`src/rtl/mdio_pkg.sv`:
```
// Shared Clause 22 MDIO definitions: FSM encoding, field codes, error codes and widths.
// Reused by the sta driver, the mmd responder and mdio_monitor.
package mdio_pkg;

    typedef enum logic [2:0] {
        S_PRE   = 3'd0,
        S_ST    = 3'd1,
        S_OP    = 3'd2,
        S_PHYAD = 3'd3,
        S_REGAD = 3'd4,
        S_TA    = 3'd5,
        S_DATA  = 3'd6
    } mdio_state_t;

    localparam logic [1:0] ST_C22 = 2'b01;
    localparam logic [1:0] OP_WR  = 2'b01;
    localparam logic [1:0] OP_RD  = 2'b10;

    localparam logic [1:0] ERR_NONE = 2'b00;
    localparam logic [1:0] ERR_OP   = 2'b01;
    localparam logic [1:0] ERR_TA   = 2'b10;
    localparam logic [1:0] ERR_TMO  = 2'b11;

    localparam int PHYADDR_W = 5;
    localparam int REGADDR_W = 5;
    localparam int DATA_W    = 16;
    localparam int HDR_W     = 2 + 2 + PHYADDR_W + REGADDR_W;

    function automatic logic op_valid(input logic [1:0] op);
        return (op == OP_WR) || (op == OP_RD);
    endfunction

endpackage

```
`src/rtl/mdio_edge_sync.sv`:
```
// Two-flop synchronisers for mdc, mdio_oe and the resolved line, plus a registered
// mdc rising-edge pulse. Line and oe get one extra stage so they stay aligned with mdc_rise.
module mdio_edge_sync (
    input  logic clk,
    input  logic rst,
    input  logic mdc,
    input  logic bus,
    input  logic oe,
    output logic bus_s,
    output logic oe_s,
    output logic mdc_rise
);

    logic [1:0] mdc_ff;
    logic [1:0] bus_ff;
    logic [1:0] oe_ff;
    logic       mdc_d;

    always_ff @(posedge clk) begin
        if (rst) begin
            mdc_ff   <= '0;
            bus_ff   <= '0;
            oe_ff    <= '0;
            mdc_d    <= 1'b0;
            mdc_rise <= 1'b0;
            bus_s    <= 1'b0;
            oe_s     <= 1'b0;
        end else begin
            mdc_ff   <= {mdc_ff[0], mdc};
            bus_ff   <= {bus_ff[0], bus};
            oe_ff    <= {oe_ff[0], oe};
            mdc_d    <= mdc_ff[1];
            mdc_rise <= mdc_ff[1] & ~mdc_d;
            bus_s    <= bus_ff[1];
            oe_s     <= oe_ff[1];
        end
    end

endmodule

```
`src/rtl/mdio_monitor.sv`:
```
// Passive Clause 22 MDIO frame decoder with one-cycle frame_vld / frame_err pulses.
// Define MDIO_MONITOR_STATS_EN to add saturating write/read/error frame counters.
//
// state   | meaning
// S_PRE   | counting consecutive preamble 1s, waiting for the ST 0
// S_ST    | first ST bit seen, expecting the second (1)
// S_OP    | collecting the 2 OP bits
// S_PHYAD | collecting 5 PHY address bits
// S_REGAD | collecting 5 register address bits
// S_TA    | checking the 2 turnaround bits against the OP direction
// S_DATA  | collecting 16 data bits, then report
module mdio_monitor
    import mdio_pkg::*;
#(
    parameter int PRE_LEN = 32,
    parameter int TIMEOUT = 64
) (
    input  logic                 clk,
    input  logic                 rst,
    input  logic                 mdc,
    input  logic                 mdio_out,
    input  logic                 mdio_oe,
    input  logic                 mdio_in,
    output logic                 frame_vld,
    output logic                 frame_err,
    output logic [1:0]           err_code,
    output logic [1:0]           ST,
    output logic [1:0]           OP,
    output logic [PHYADDR_W-1:0] PHYADDR,
    output logic [REGADDR_W-1:0] REGADDR,
    output logic [DATA_W-1:0]    DATA
`ifdef MDIO_MONITOR_STATS_EN
    ,
    output logic [15:0]          wr_cnt,
    output logic [15:0]          rd_cnt,
    output logic [15:0]          err_cnt
`endif
);

    localparam int PW = $clog2(PRE_LEN + 1);
    localparam int TW = $clog2(TIMEOUT + 1);
    localparam logic [PW-1:0] PRE_MAX  = PW'(PRE_LEN);
    localparam logic [TW-1:0] TMO_LOAD = TW'(TIMEOUT - 1);

    mdio_state_t       state, state_nxt;
    logic [PW-1:0]     pre_cnt, pre_nxt;
    logic [TW-1:0]     tmo_cnt, tmo_nxt;
    logic [3:0]        bit_cnt, bit_nxt;
    logic [HDR_W-1:0]  hdr_sr, hdr_nxt, hdr_shift;
    logic [DATA_W-1:0] data_sr, data_nxt;
    logic              ta_err, ta_err_nxt;
    logic              vld_nxt, err_nxt, fld_ld;
    logic [1:0]        code_nxt;
    logic [1:0]        hdr_op;
    logic              bus, bus_s, oe_s, mdc_rise;

    assign bus = mdio_oe ? mdio_out : mdio_in;

    mdio_edge_sync u_sync (
        .clk      (clk),
        .rst      (rst),
        .mdc      (mdc),
        .bus      (bus),
        .oe       (mdio_oe),
        .bus_s    (bus_s),
        .oe_s     (oe_s),
        .mdc_rise (mdc_rise)
    );

    // Header shifts in {ST, OP, PHYAD, REGAD} MSB first; OP lands at [11:10].
    assign hdr_shift = {hdr_sr[HDR_W-2:0], bus_s};
    assign hdr_op    = hdr_sr[HDR_W-3:HDR_W-4];

    always_comb begin
        state_nxt  = state;
        pre_nxt    = pre_cnt;
        bit_nxt    = bit_cnt;
        hdr_nxt    = hdr_sr;
        data_nxt   = data_sr;
        ta_err_nxt = ta_err;
        tmo_nxt    = (tmo_cnt != '0) ? tmo_cnt - 1'b1 : tmo_cnt;
        vld_nxt    = 1'b0;
        err_nxt    = 1'b0;
        fld_ld     = 1'b0;
        code_nxt   = err_code;

        if (mdc_rise) begin
            tmo_nxt = TMO_LOAD;
            unique case (state)
                S_PRE: begin
                    hdr_nxt = hdr_shift;
                    if (bus_s) begin
                        if (pre_cnt != PRE_MAX) pre_nxt = pre_cnt + 1'b1;
                    end else begin
                        pre_nxt = '0;
                        if (pre_cnt >= PRE_MAX) state_nxt = S_ST;
                    end
                end
                S_ST: begin
                    hdr_nxt = hdr_shift;
                    bit_nxt = '0;
                    state_nxt = bus_s ? S_OP : S_PRE;
                end
                S_OP: begin
                    hdr_nxt = hdr_shift;
                    if (bit_cnt == 4'd1) begin
                        bit_nxt = '0;
                        if (op_valid({hdr_sr[0], bus_s})) begin
                            state_nxt = S_PHYAD;
                        end else begin
                            err_nxt   = 1'b1;
                            code_nxt  = ERR_OP;
                            state_nxt = S_PRE;
                        end
                    end else begin
                        bit_nxt = bit_cnt + 1'b1;
                    end
                end
                S_PHYAD: begin
                    hdr_nxt = hdr_shift;
                    if (bit_cnt == 4'(PHYADDR_W - 1)) begin
                        bit_nxt   = '0;
                        state_nxt = S_REGAD;
                    end else begin
                        bit_nxt = bit_cnt + 1'b1;
                    end
                end
                S_REGAD: begin
                    hdr_nxt = hdr_shift;
                    if (bit_cnt == 4'(REGADDR_W - 1)) begin
                        bit_nxt    = '0;
                        ta_err_nxt = 1'b0;
                        state_nxt  = S_TA;
                    end else begin
                        bit_nxt = bit_cnt + 1'b1;
                    end
                end
                S_TA: begin
                    // Write: sta drives "10". Read: sta released, mmd drives 0 on the second bit.
                    if (hdr_op == OP_WR) begin
                        if (!oe_s || (bus_s != (bit_cnt == 4'd0))) ta_err_nxt = 1'b1;
                    end else begin
                        if (oe_s || ((bit_cnt == 4'd1) && bus_s)) ta_err_nxt = 1'b1;
                    end
                    if (bit_cnt == 4'd1) begin
                        bit_nxt   = '0;
                        state_nxt = S_DATA;
                    end else begin
                        bit_nxt = bit_cnt + 1'b1;
                    end
                end
                S_DATA: begin
                    data_nxt = {data_sr[DATA_W-2:0], bus_s};
                    if (bit_cnt == 4'(DATA_W - 1)) begin
                        bit_nxt   = '0;
                        pre_nxt   = '0;
                        fld_ld    = 1'b1;
                        state_nxt = S_PRE;
                        if (ta_err) begin
                            err_nxt  = 1'b1;
                            code_nxt = ERR_TA;
                        end else begin
                            vld_nxt  = 1'b1;
                            code_nxt = ERR_NONE;
                        end
                    end else begin
                        bit_nxt = bit_cnt + 1'b1;
                    end
                end
                default: state_nxt = S_PRE;
            endcase
        end else if ((state != S_PRE) && (tmo_cnt == '0)) begin
            err_nxt   = 1'b1;
            code_nxt  = ERR_TMO;
            pre_nxt   = '0;
            bit_nxt   = '0;
            state_nxt = S_PRE;
        end
    end

    always_ff @(posedge clk) begin
        if (rst) begin
            state     <= S_PRE;
            pre_cnt   <= '0;
            tmo_cnt   <= '0;
            bit_cnt   <= '0;
            hdr_sr    <= '0;
            data_sr   <= '0;
            ta_err    <= 1'b0;
            frame_vld <= 1'b0;
            frame_err <= 1'b0;
            err_code  <= ERR_NONE;
            ST        <= '0;
            OP        <= '0;
            PHYADDR   <= '0;
            REGADDR   <= '0;
            DATA      <= '0;
        end else begin
            state     <= state_nxt;
            pre_cnt   <= pre_nxt;
            tmo_cnt   <= tmo_nxt;
            bit_cnt   <= bit_nxt;
            hdr_sr    <= hdr_nxt;
            data_sr   <= data_nxt;
            ta_err    <= ta_err_nxt;
            frame_vld <= vld_nxt;
            frame_err <= err_nxt;
            err_code  <= code_nxt;
            if (fld_ld) begin
                ST      <= hdr_sr[HDR_W-1:HDR_W-2];
                OP      <= hdr_op;
                PHYADDR <= hdr_sr[PHYADDR_W+REGADDR_W-1:REGADDR_W];
                REGADDR <= hdr_sr[REGADDR_W-1:0];
                DATA    <= data_nxt;
            end
        end
    end

`ifdef MDIO_MONITOR_STATS_EN
    // Counters follow the pulse-cycle decision so they move together with frame_vld/frame_err.
    always_ff @(posedge clk) begin
        if (rst) begin
            wr_cnt  <= '0;
            rd_cnt  <= '0;
            err_cnt <= '0;
        end else begin
            if (vld_nxt && (hdr_op == OP_WR) && (wr_cnt != 16'hFFFF)) wr_cnt <= wr_cnt + 1'b1;
            if (vld_nxt && (hdr_op == OP_RD) && (rd_cnt != 16'hFFFF)) rd_cnt <= rd_cnt + 1'b1;
            if (err_nxt && (err_cnt != 16'hFFFF)) err_cnt <= err_cnt + 1'b1;
        end
    end
`endif

endmodule

```
`config.mk`:
```
export PLATFORM = sky130hd
export DESIGN_NAME = mdio_monitor
export DESIGN_NICKNAME = d
export VERILOG_FILES = /design/src/rtl/mdio_pkg.sv /design/src/rtl/mdio_edge_sync.sv /design/src/rtl/mdio_monitor.sv
export SDC_FILE = /design/constraint.sdc
export NUM_CORES = 1
export LEC_CHECK = 0
export ABC_AREA = 1
export BUFFER_PORTS_ARGS = -buffer_cell sky130_fd_sc_hd__buf_4
export CAP_MARGIN = 20
export CORE_MARGIN = 2
export CORE_UTILIZATION = 63
export CTS_BUF_LIST = sky130_fd_sc_hd__clkbuf_16
export DETAILED_ROUTE_END_ITERATION = 16
export PLACE_DENSITY = 0.88
export REMOVE_ABC_BUFFERS = 1
export SLEW_MARGIN = 20
export SYNTH_ARGS = -nofsm -noshare
export SYNTH_HDL_FRONTEND = slang
export SYNTH_SLANG_ARGS = --single-unit
```
`constraint.sdc`:
```
create_clock -name clk -period 2.5 [get_ports clk]
set_clock_uncertainty 0.1 [all_clocks]
set_input_delay 0.5 -clock clk [delete_from_list [all_inputs] [get_ports clk]]
set_output_delay 0.5 -clock clk [all_outputs]
set_load 0.01 [all_outputs]
```
==> impl_metrics.env <==
export IMPL_status="completed"
export IMPL_antenna_cells=0
export IMPL_totalWireLength_mm=8.63
export IMPL_die_w_um=83.9
export IMPL_required_ns=2.67
export IMPL_vias_per_cell=5.50
export IMPL_cts_tree="done"
export IMPL_hold_violations=0
export IMPL_syn_avg_cell_area_um2=7.43
export IMPL_core_area_um2=6280
export IMPL_setup_viol=0
export IMPL_start_util_pct=64.1
export IMPL_layout_drive_gt1_share_pct=13.7
export IMPL_leakage_nw=2.07
export IMPL_worst_setup_path_type="flip-flop to flip-flop"
export IMPL_ys_warn_count=0
export IMPL_fin_crit_ns=2.07
export IMPL_hold_path_class="primary input to flip-flop"
export IMPL_crit_slowest_cell="dfxtp_1"
export IMPL_cts_made_buffers=9
export IMPL_syn_inst=542
export IMPL_ys_seq_area_share_pct=47.2
export IMPL_design_area_um2=4620
export IMPL_final_cells=652
export IMPL_slew_violations=0
export IMPL_synth_area_leaders="dfxtp_1 (47%), nor2_1 (9.1%), nand2_1 (8.0%)"
export IMPL_yosys_cell_count_top_type="nor2_1"
export IMPL_worst_path_buf_inv=1
export IMPL_grt_pass1_vias=3298
export IMPL_slew_limit_headroom_pct=69.1
export IMPL_clock_fmax_mhz=482
export IMPL_post_cts_setup_buffers=0
export IMPL_synth_edff_count=0
export IMPL_die_h_um=83.9
export IMPL_path_clk_slew_ns=0.07
export IMPL_dieArea_um2=7040
export IMPL_power_density_nw_per_um2=757
export IMPL_clock_sinks=95
export IMPL_clk_path_buf_depth=2
export IMPL_n_fill_cell=486
export IMPL_portBuffers=39
export IMPL_irDropWorstVdd_v=0.000547
export IMPL_pin_count=40
export IMPL_fin_hold_ws_ns=0.264
export IMPL_place_inst=636
export IMPL_ys_seq_elements=95
export IMPL_overflow=0
export IMPL_ant_nets=0
export IMPL_critical_path_max_fanout=25
export IMPL_synth_ff_type="dfxtp_1"
export IMPL_ys_types=30
export IMPL_place_congestion=0.886
export IMPL_insertion_delay_ns=0.34
export IMPL_grtUsageTotal_pct=25.4
export IMPL_row_count=29
export IMPL_startpoint_type="flip-flop"
export IMPL_worstMarginPinSlew_ns=0.463
export IMPL_slowest_delay_ns=0.55
export IMPL_htree_levels=3
export IMPL_post_cts_resized=0
export IMPL_final_period_utilization_pct=83.0
export IMPL_area_growth_pct=14.8
export IMPL_cts_root_buffer="clkbuf_16"
export IMPL_wl_per_cell_um=13.2
export IMPL_path_cells="nand2_2, nor2_4, nand2_4, nor2_8, buf_4, o21ai_0, a21oi_1"
export IMPL_grt_max_degree=52
export IMPL_synth_top_area_cell="dfxtp_1"
export IMPL_critPathTopFamily="simple AND/OR/NAND/NOR gates"
export IMPL_dr_pass1_iters=5
export IMPL_dp_hpwl_mm=5.65
export IMPL_finalPower_mw=3.50
export IMPL_synthArstFlopShare_pct=0
export IMPL_synth_area_um2=4030
export IMPL_antenna_found_initial=0
export IMPL_dr_total_vias=3588
export IMPL_fin_tns_setup_ns=0
export IMPL_grt_pass1_wl_mm=14.7
export IMPL_synth_common_cells="nor2_1 (98), dfxtp_1 (95), nand2_1 (86)"
export IMPL_synth_top_area_share_pct=47.2
export IMPL_fin_nets=583
export IMPL_rsz0062_at_grt="false"
export IMPL_drt_iter0_drc=357
export IMPL_placed_area_um2=4290
export IMPL_drc_errors=0
export IMPL_crit_arrival_ns=2.24
export IMPL_cp_end_kind="flip-flop"
export IMPL_hold_buffers=0
export IMPL_cap_violations=0
## worst paths after layout
| path | startpoint | endpoint | depth (start not counted) | slack [ns] |
|---|---|---|---|---|
| worst max-delay path | state[1] | OP[0] | 7 | 0.43 |
| worst min register to register | u_sync.mdc_ff[0] | u_sync.mdc_ff[1] | 2 | 0.31 |
| worst max register to register | state[1] | OP[0] | 7 | 0.43 |
| worst min-delay path | mdc | u_sync.mdc_ff[0] | 3 | 0.26 |
## metal layers
metal | share of wire [%] | GRT usage (%) | up-vias
met5 | 0 | 0 | -
met4 | 1.7 | 11.6 | 0
met1 | 45 | 32.8 | 1649
li1 | - | - | 1809
met3 | 4.8 | 4.15 | 12
met2 | 49 | 41.9 | 118
## worst reg2reg max path: stages (launching register included)
cell     delay [ns]
dfxtp_1        0.55
nand2_2        0.13
nor2_4         0.20
nand2_4        0.19
nor2_8         0.31
buf_4          0.25
o21ai_0        0.12
a21oi_1        0.16
## sequential cells by signal (all words and copies together) (netlist names)
register	count
u_sync.bus_s	1
OP	2
hdr_sr	14
frame_vld	1
u_sync.oe_ff	2
u_sync.mdc_ff	2
u_sync.mdc_d	1
DATA	16
PHYADDR	5
REGADDR	5
data_sr	16
u_sync.bus_ff	2
err_code	2
pre_cnt	6
frame_err	1
bit_cnt	4
u_sync.mdc_rise	1
state	3
u_sync.oe_s	1
tmo_cnt	7
ta_err	1
ST	2
## layout make-up
class	instances	area, µm²	area share [%]
Inverter	49	184	3.98
Tap cell	77	96.3	2.09
Clock buffer	9	225	4.88
Clock inverter	7	100	2.17
Timing Repair Buffer	43	323	6.99
Multi-Input combinational cell	372	1790	38.7
Sequential cell	95	1900	41.2
## cells in the final DEF (no fill, tap or decap)
cell,synthesis,final
nand3_2,1,1
o21ai_0,54,54
clkinv_8,0,2
o41ai_1,1,1
nand2_2,3,3
mux2i_1,1,1
nand4_1,11,11
nor2_1,98,98
nor3_2,1,1
a31oi_1,3,3
nand2_1,86,86
or2_2,1,1
nor2_2,4,4
bufinv_16,0,1
o21ai_1,14,14
inv_8,0,1
ha_1,7,7
inv_6,0,2
nor2_8,1,1
inv_1,45,45
dfxtp_1,95,95
clkinv_4,0,1
nand3_1,26,26
nor2_4,3,3
nor3_1,6,6
clkbuf_16,0,9
nand2_4,2,2
o22ai_1,1,1
buf_4,5,43
inv_2,4,4
a21oi_1,45,45
xor2_1,3,3
## where the power goes
group / internal, mW / leakage [nW] / switching, mW
registers: 1.58 / 0.769 / 0.0510
logic: 0.145 / 1.15 / 0.274
clock network: 0.808 / 0.158 / 0.639
## logic make-up after synthesis
family	Yosys count	synth area share, %
adder cells (fa/ha/maj)	7	2.18
buffers and inverters	75	8.30
XOR/XNOR	3	0.653
AND/OR/NAND/NOR	243	26.5
flip-flops	95	47.2
multiplexers	1	0.249
AO/OA/AOI/OAI	118	14.9
## per-stage QoR
step | utilization [%] | worst slack (ns)
2_1_floorplan | - | 0.640
3_3_place_gp | 68.4 | 0.608
4_1_cts | 73.6 | 0.446
5_1_grt | 73.6 | 0.313
6_report | 73.6 | 0.426
3_5_place_dp | 68.4 | 0.533
Note: power is estimated with default switching activity, not from simulation.
